`src/rtl/p17_usb_pkg.sv`:
```
// p17_usb_pkg: shared arbiter state encodings and round-robin select helper.
package p17_usb_pkg;
  typedef enum logic [1:0] {IDLE, ARB, XFER} arb_state_e;
  localparam int MAX_REQ = 8;
  // One-hot of the first set bit of valid at or after ptr, wrapping modulo n.
  function automatic logic [MAX_REQ-1:0] rr_select(input logic [MAX_REQ-1:0] valid, input logic [2:0] ptr, input int n);
    logic [MAX_REQ-1:0] sel;
    int idx;
    sel = '0;
    for (int i = MAX_REQ - 1; i >= 0; i--) begin
      idx = (int'(ptr) + i) % n;
      if (i < n && valid[idx]) sel = MAX_REQ'(1) << idx;
    end
    return sel;
  endfunction
endpackage

```
`src/rtl/p17_rr_pick.sv`:
```
// p17_rr_pick: combinational round-robin one-hot select from a valid vector and pointer.
module p17_rr_pick
  import p17_usb_pkg::*;
#(
  parameter int N = 4
) (
  input  logic [N-1:0] valid_i,
  input  logic [2:0]   ptr_i,
  output logic [N-1:0] pick_o
);
  assign pick_o = N'(rr_select(MAX_REQ'(valid_i), ptr_i, N));
endmodule

```
`src/rtl/p17_in_arb.sv`:
```
// p17_in_arb: round-robin arbiter merging requester byte streams into one in-stream,
// with per-grant burst cap and idle timeout.
module p17_in_arb
  import p17_usb_pkg::*;
#(
  parameter int NUM_REQ      = 4,
  parameter int MAX_BURST    = 8,
  parameter int IDLE_TIMEOUT = 16
) (
  input  logic                 clk_i,
  input  logic                 rstn_i,
  input  logic [NUM_REQ-1:0]   req_valid_i,
  input  logic [8*NUM_REQ-1:0] req_data_i,
  input  logic [NUM_REQ-1:0]   req_last_i,
  output logic [NUM_REQ-1:0]   req_ready_o,
  output logic [7:0]           in_data_o,
  output logic                 in_valid_o,
  input  logic                 in_ready_i,
  output logic [NUM_REQ-1:0]   grant_o,
  output logic                 busy_o
);
  arb_state_e state_q, state_d;
  logic [NUM_REQ-1:0] grant_q, grant_d, pick;
  logic [2:0] rr_ptr_q, rr_ptr_d, g;
  logic [6:0] byte_cnt_q, byte_cnt_d, cnt_inc;
  logic [7:0] idle_cnt_q, idle_cnt_d, idle_nx;
  logic [7:0] data_g;
  logic valid_g, last_g, xfer_st, fire, done;

  p17_rr_pick #(.N(NUM_REQ)) u_pick (
    .valid_i(req_valid_i),
    .ptr_i  (rr_ptr_q),
    .pick_o (pick)
  );

  always_comb begin
    g = '0;
    valid_g = 1'b0;
    last_g = 1'b0;
    data_g = '0;
    for (int k = 0; k < NUM_REQ; k++) begin
      if (grant_q[k]) begin
        g = 3'(k);
        valid_g = req_valid_i[k];
        last_g = req_last_i[k];
        data_g = req_data_i[8*k +: 8];
      end
    end
  end

  assign xfer_st     = state_q == XFER;
  assign in_valid_o  = xfer_st & valid_g;
  assign in_data_o   = xfer_st ? data_g : '0;
  assign req_ready_o = (xfer_st & in_ready_i) ? grant_q : '0;
  assign fire        = in_valid_o & in_ready_i;
  assign cnt_inc     = byte_cnt_q + 7'd1;
  // Backpressured cycles keep valid high, so they clear rather than advance the idle count.
  assign idle_nx     = valid_g ? 8'd0 : (idle_cnt_q == 8'(IDLE_TIMEOUT) ? idle_cnt_q : idle_cnt_q + 8'd1);
  assign done        = (fire & (last_g | cnt_inc == 7'(MAX_BURST))) | idle_nx == 8'(IDLE_TIMEOUT);
  assign grant_o     = grant_q;
  assign busy_o      = xfer_st;

  always_comb begin
    state_d = state_q;
    grant_d = grant_q;
    rr_ptr_d = rr_ptr_q;
    byte_cnt_d = byte_cnt_q;
    idle_cnt_d = idle_cnt_q;
    case (state_q)
      IDLE: state_d = |req_valid_i ? ARB : IDLE;
      ARB: begin
        state_d = |pick ? XFER : IDLE;
        grant_d = pick;
        byte_cnt_d = '0;
        idle_cnt_d = '0;
      end
      XFER: begin
        byte_cnt_d = fire ? cnt_inc : byte_cnt_q;
        idle_cnt_d = idle_nx;
        if (done) begin
          state_d = IDLE;
          grant_d = '0;
          rr_ptr_d = g == 3'(NUM_REQ - 1) ? 3'd0 : g + 3'd1;
          byte_cnt_d = '0;
          idle_cnt_d = '0;
        end
      end
      default: state_d = IDLE;
    endcase
  end

  always_ff @(posedge clk_i or negedge rstn_i) begin
    if (!rstn_i) begin
      state_q <= IDLE;
      grant_q <= '0;
      rr_ptr_q <= '0;
      byte_cnt_q <= '0;
      idle_cnt_q <= '0;
    end else begin
      state_q <= state_d;
      grant_q <= grant_d;
      rr_ptr_q <= rr_ptr_d;
      byte_cnt_q <= byte_cnt_d;
      idle_cnt_q <= idle_cnt_d;
    end
  end
endmodule

```
`config.mk`:
```
export PLATFORM = sky130hd
export DESIGN_NAME = p17_in_arb
export DESIGN_NICKNAME = d
export VERILOG_FILES = /design/src/rtl/p17_usb_pkg.sv /design/src/rtl/p17_rr_pick.sv /design/src/rtl/p17_in_arb.sv
export SDC_FILE = /design/constraint.sdc
export NUM_CORES = 1
export LEC_CHECK = 0
export BUFFER_PORTS_ARGS = -buffer_cell sky130_fd_sc_hd__buf_2
export CAP_MARGIN = 10
export CORE_UTILIZATION = 45
export DETAILED_ROUTE_END_ITERATION = 7
export PLACE_DENSITY_LB_ADDON = 0.1
export REMOVE_ABC_BUFFERS = 1
export SYNTH_ARGS = -nofsm -noshare
export SYNTH_HDL_FRONTEND = slang
export SYNTH_HIERARCHICAL = 1
export SYNTH_SLANG_ARGS = --single-unit
```
`constraint.sdc`:
```
create_clock -name clk_i -period 4.3 [get_ports clk_i]
set_input_delay 0.43 -clock clk_i [delete_from_list [all_inputs] [get_ports clk_i]]
set_output_delay 0.43 -clock clk_i [all_outputs]
set_load 0.01 [all_outputs]
```
# ---- Word level (Yosys, flattened, before mapping)
# Cells that the tools add are included.
dict set report totals {
  in_bits 43
  register_bits 23
}
dict set report op_classes {
  add_sub_neg 6
  n_shift 4
  eq_ne 8
  mux 46
  bitwise_logic 9
  magnitude_cmp 4
  reduce_logical 10
}
# operator count
set op_table {}
lappend op_table {{1-bit by 32-bit left shift with 4-bit output (first input constant)} 3}
lappend op_table {{8-bit 2-to-1 mux} 8}
lappend op_table {{4-bit 2-to-1 mux} 6}
lappend op_table {{1-bit 2-to-1 mux} 17}
lappend op_table {{8-bit by 5-bit equality test with 1-bit output (second input constant)} 2}
lappend op_table {{8-bit one-hot mux with 2 select lines} 1}
lappend op_table {{3-bit by 5-bit less-than comparator with 1-bit output (second input constant)} 3}
lappend op_table {{7-bit 2-to-1 mux} 2}
lappend op_table {{7-bit one-hot mux with 2 select lines} 1}
lappend op_table {{1-bit binary-select mux with 3-bit select} 3}
lappend op_table {{8-bit by 1-bit adder with 8-bit output (second input constant)} 1}
lappend op_table {{4-bit one-hot mux with 2 select lines} 1}
lappend op_table {{4-bit OR reduction} 2}
lappend op_table {{7-bit by 1-bit adder with 7-bit output (second input constant)} 1}
lappend op_table {{7-bit by 4-bit equality test with 1-bit output (second input constant)} 1}
lappend op_table {{2-bit 2-to-1 mux} 3}
lappend op_table {{3-bit 2-to-1 mux} 2}
lappend op_table {{2-bit one-hot mux with 3 select lines} 1}
lappend op_table {{2-bit AND reduction} 3}
lappend op_table {{2-bit OR reduction} 3}
lappend op_table {{2-bit by 1-bit adder with 2-bit output (second input constant)} 2}
lappend op_table {{2-bit adder (second input constant)} 2}
lappend op_table {{1-bit AND} 4}
lappend op_table {{2-bit by 4-bit less-than comparator with 1-bit output (second input constant)} 1}
lappend op_table {{other kinds (11)} 14}

# ---- Depth between registers and ports, before layout
dict set report depth {
  depth_word 13
  depth_mapped 10
  ltp_nobuf 9
}

# ---- Modules after synthesis
# Netlist, hierarchy kept.
# module cells_per_inst instances seq_area_each_um2 area_each_um2
set modules_own_cells {}
lappend modules_own_cells {p17_in_arb 218 1 575.6 1835.5}
lappend modules_own_cells {p17_rr_pick 47 1 0.0 412.9}

# ---- Worst setup path before layout
# Ideal clock, no wire load.
dict set report synth_path {
  path_type {register to register}
  from {register rr_ptr_q[0]}
  to {register state_q[1]}
  stages_incl_launch_ff 9
  t_arrival_ps 2133
  t_required_ps 4172
  path_slack_ps 2039
  synth_period_minus_slack_ps 2261
  path_cell_list {dfrtp_1 > buf_6 > inv_1 > ha_1 > mux4_2 > a211oi_1 > o31ai_1 > o41ai_1 > o21ai_2}
}
dict set report synth_between {
  elab_chain_cells 13
}
# item line
set synth_lines {}
lappend synth_lines {{start, declared} p17_in_arb.sv:24} ;# logic [2:0] rr_ptr_q, rr_ptr_d, g;
lappend synth_lines {{start signal, assigned} p17_in_arb.sv:102} ;# rr_ptr_q <= rr_ptr_d;
lappend synth_lines {{2-bit adder} p17_usb_pkg.sv:11} ;# idx = (int'(ptr) + i) % n;
lappend synth_lines {{2-bit OR reduction (no source line)} n/a}
lappend synth_lines {{1-bit AND (no source line)} n/a}
lappend synth_lines {{1-bit binary-select mux with 3-bit select} p17_usb_pkg.sv:12} ;# if (i < n && valid[idx]) sel = MAX_REQ'(1) << idx;
lappend synth_lines {{1-bit 2-to-1 mux (implied by the code) (2 in series)} p17_usb_pkg.sv:12}
lappend synth_lines {{4-bit 2-to-1 mux (3 in series)} p17_usb_pkg.sv:12}
lappend synth_lines {{4-bit 2-to-1 mux *} p17_usb_pkg.sv:12}
lappend synth_lines {{named net pick[0]} p17_in_arb.sv:23} ;# logic [NUM_REQ-1:0] grant_q, grant_d, pick;
lappend synth_lines {{4-bit OR reduction *} p17_in_arb.sv:72} ;# state_d = |pick ? XFER : IDLE;
lappend synth_lines {{2-bit 2-to-1 mux *} p17_in_arb.sv:72}
lappend synth_lines {{2-bit one-hot mux with 3 select lines *} p17_in_arb.sv:69} ;# case (state_q)
lappend synth_lines {{end signal, assigned} p17_in_arb.sv:100} ;# state_q <= state_d;
lappend synth_lines {{end, declared} p17_in_arb.sv:22} ;# arb_state_e state_q, state_d;
# Mark *: on every way through the listed nets, which the timed path passes. The rest lies on a longest branch. The select of a mux whose other input is x is not followed.
# A chain may end at the register's enable or synchronous reset.

# ---- Worst setup path after layout
# Ends and elaborated chain as after synthesis.

==> metrics.cfg <==
[sta]
finalSetupViolCount=0
hold_viol_final=0
drv_slew=0
fin_ws_ns=1.62
fmax_mhz=373
tns_ns=0
period_minus_slack_ns=2.68
slew_headroom=0.585
skew_ns=0.00321
fin_crit_sh=0.624
worst_slew_pin_slew_ns=0.621
holdWs_ns=0.137
rsz0062_at_grt=no

[final_layout]
drive_above_1_share=0.270
multi_input_area_um2=1520
diodes=0
areaGrowthSynthToFinish_pct=15.6
nFillCells=466
layout_commonest_cell=buf_2
seqCellArea_um2=576
post-route-util=0.546
fin_nets=374
final_cell_mix=buf_2, nand2_1, dfrtp_1
final_cells=382

[critical_path]
crit_arrival_ns=2.84
worst_path_largest_cell_delay_ns=0.68
crit_path_end_kind=flip-flop
critPathKind=reg -> reg
critPathBufInv=1
critPathMaxFanout=14
setup.worst_path.start_class=flip-flop
crit_family=compound AO/OA/AOI/OAI gates
crit_path_top_delay_cell=dfrtp_1
required_ns=4.46
path_cells=inv_1, ha_1, mux4_2, nor2_1, a31oi_1, o41ai_1, o21ai_2

[power_and_ir_drop]
switching_power_mw=0.682
p_clk_frac=0.105
cellPowerDensity_nw_per_um2=528
combPwrFrac=0.641
power.internal_mw=0.687
switching_share=0.498
vdd_drop_max_v=0.000241
seq_power_share=0.254
p_leak_nw=1.14

[clock_tree]
h-tree-depth=1
numClockSinks=23
clkSlewWorstSetupHoldPaths_ns=0.09
cts_made_buffers=3
cts_resized=0
clk_latency_ns=0.27
clockBufferDepth=2
clockRootBuffer=clkbuf_8
cts_tree=built
cts_setup_buffers=0
cts_hold_buf=0

[route]
routed_wl_um=5580
routedWlPerCell_um=14.6
drt_iter0_markers=107
num_vias=2185
drtPass1Iterations=4
drc=0
vias_per_cell=5.72
antenna_left=0

[synthesis]
synth_area_um2=2240
synth_cells=264
syn_area_per_cell_um2=8.50
yosys_warnings=6

[run_status]
status=complete, no violations

[global_routing]
grt.total_usage=0.216
grt_pass1_vias=1918
grt_overflow=0
grt_max_degree=24
grt_first_pass_wirelength_um=9100
antenna_found_initial=0

[floorplanning]
core_area_um2=4750
die_h_um=72.6
start_util=0.472
io_pins=61
chipWidth_um=72.6
std_cell_rows=25
die_area_um2=5270

[place]
gp_congestion=0.805
placed_cells=378
pre_cts_ws_ns=1.65
port-buffer-count=60
place_hpwl_um=4110

[run]
max-cap-violations=0

[min_path]
min_path_type=in -> async

-- worst reg2reg max path, stage by stage (launching register included) --
cell     delay [ns]
dfrtp_1        0.68
inv_1          0.20
ha_1           0.39
mux4_2         0.38
nor2_1         0.22
a31oi_1        0.15
o41ai_1        0.48
o21ai_2        0.07
-- area by class of cell --
cell class / count / area share
Clock buffer: 3 / 0.0159
Clock inverter: 1 / 0.00289
Inverter: 18 / 0.0260
Multi-Input combinational cell: 210 / 0.585
Sequential cell: 23 / 0.222
Tap cell: 67 / 0.0323
Timing Repair Buffer: 60 / 0.116
-- path summary, 6_finish.rpt --
check                      slack, ns  cells past startpoint                        end                 startpoint
max                             1.62                      7     state_q[1]$_DFFE_PN0P_    rr_ptr_q[0]$_DFFE_PN0P_
min                             0.14                      1     state_q[1]$_DFFE_PN0P_                     rstn_i
max reg2reg                     1.62                      7     state_q[1]$_DFFE_PN0P_    rr_ptr_q[0]$_DFFE_PN0P_
min reg2reg                     0.50                      1  byte_cnt_q[6]$_DFFE_PN0P_  byte_cnt_q[6]$_DFFE_PN0P_
max in group asynchronous       3.79                      1  byte_cnt_q[5]$_DFFE_PN0P_                     rstn_i
min in group clk_i              0.50                      1  byte_cnt_q[6]$_DFFE_PN0P_  byte_cnt_q[6]$_DFFE_PN0P_
-- through the flow --
step | total power [mW] | cell area [um2]
after floorplan | 0.981 | 2160
after global placement | 1.22 | 2540
after CTS | 1.38 | 2590
after global routing | 1.49 | 2590
after detailed placement | 1.23 | 2540
final | 1.37 | 2590
-- registers in the layout, indices dropped and copies added, names as in the netlist --
| name | cells |
|---|---|
| byte_cnt_q | 7 |
| grant_o | 4 |
| idle_cnt_q | 8 |
| rr_ptr_q | 2 |
| state_q | 2 |
-- power by group through the flow --
stage          registers, mW  logic [mW]  clock network (mW)
3_3_place_gp           0.349       0.875                   0
3_5_place_dp           0.351       0.880                   0
5_1_grt                0.358       0.974               0.158
2_1_floorplan          0.335       0.647                   0
4_1_cts                0.347       0.883               0.151
6_report               0.347       0.878               0.144
-- layer usage --
| metal | GRT usage | wire length [um] |
|---|---|---|
| met5 | 0 | 0 |
| met4 | 0.0218 | 17 |
| met3 | 0.0345 | 256 |
| met2 | 0.366 | 2680 |
| met1 | 0.300 | 2630 |
(Power assumes the default switching activity.)
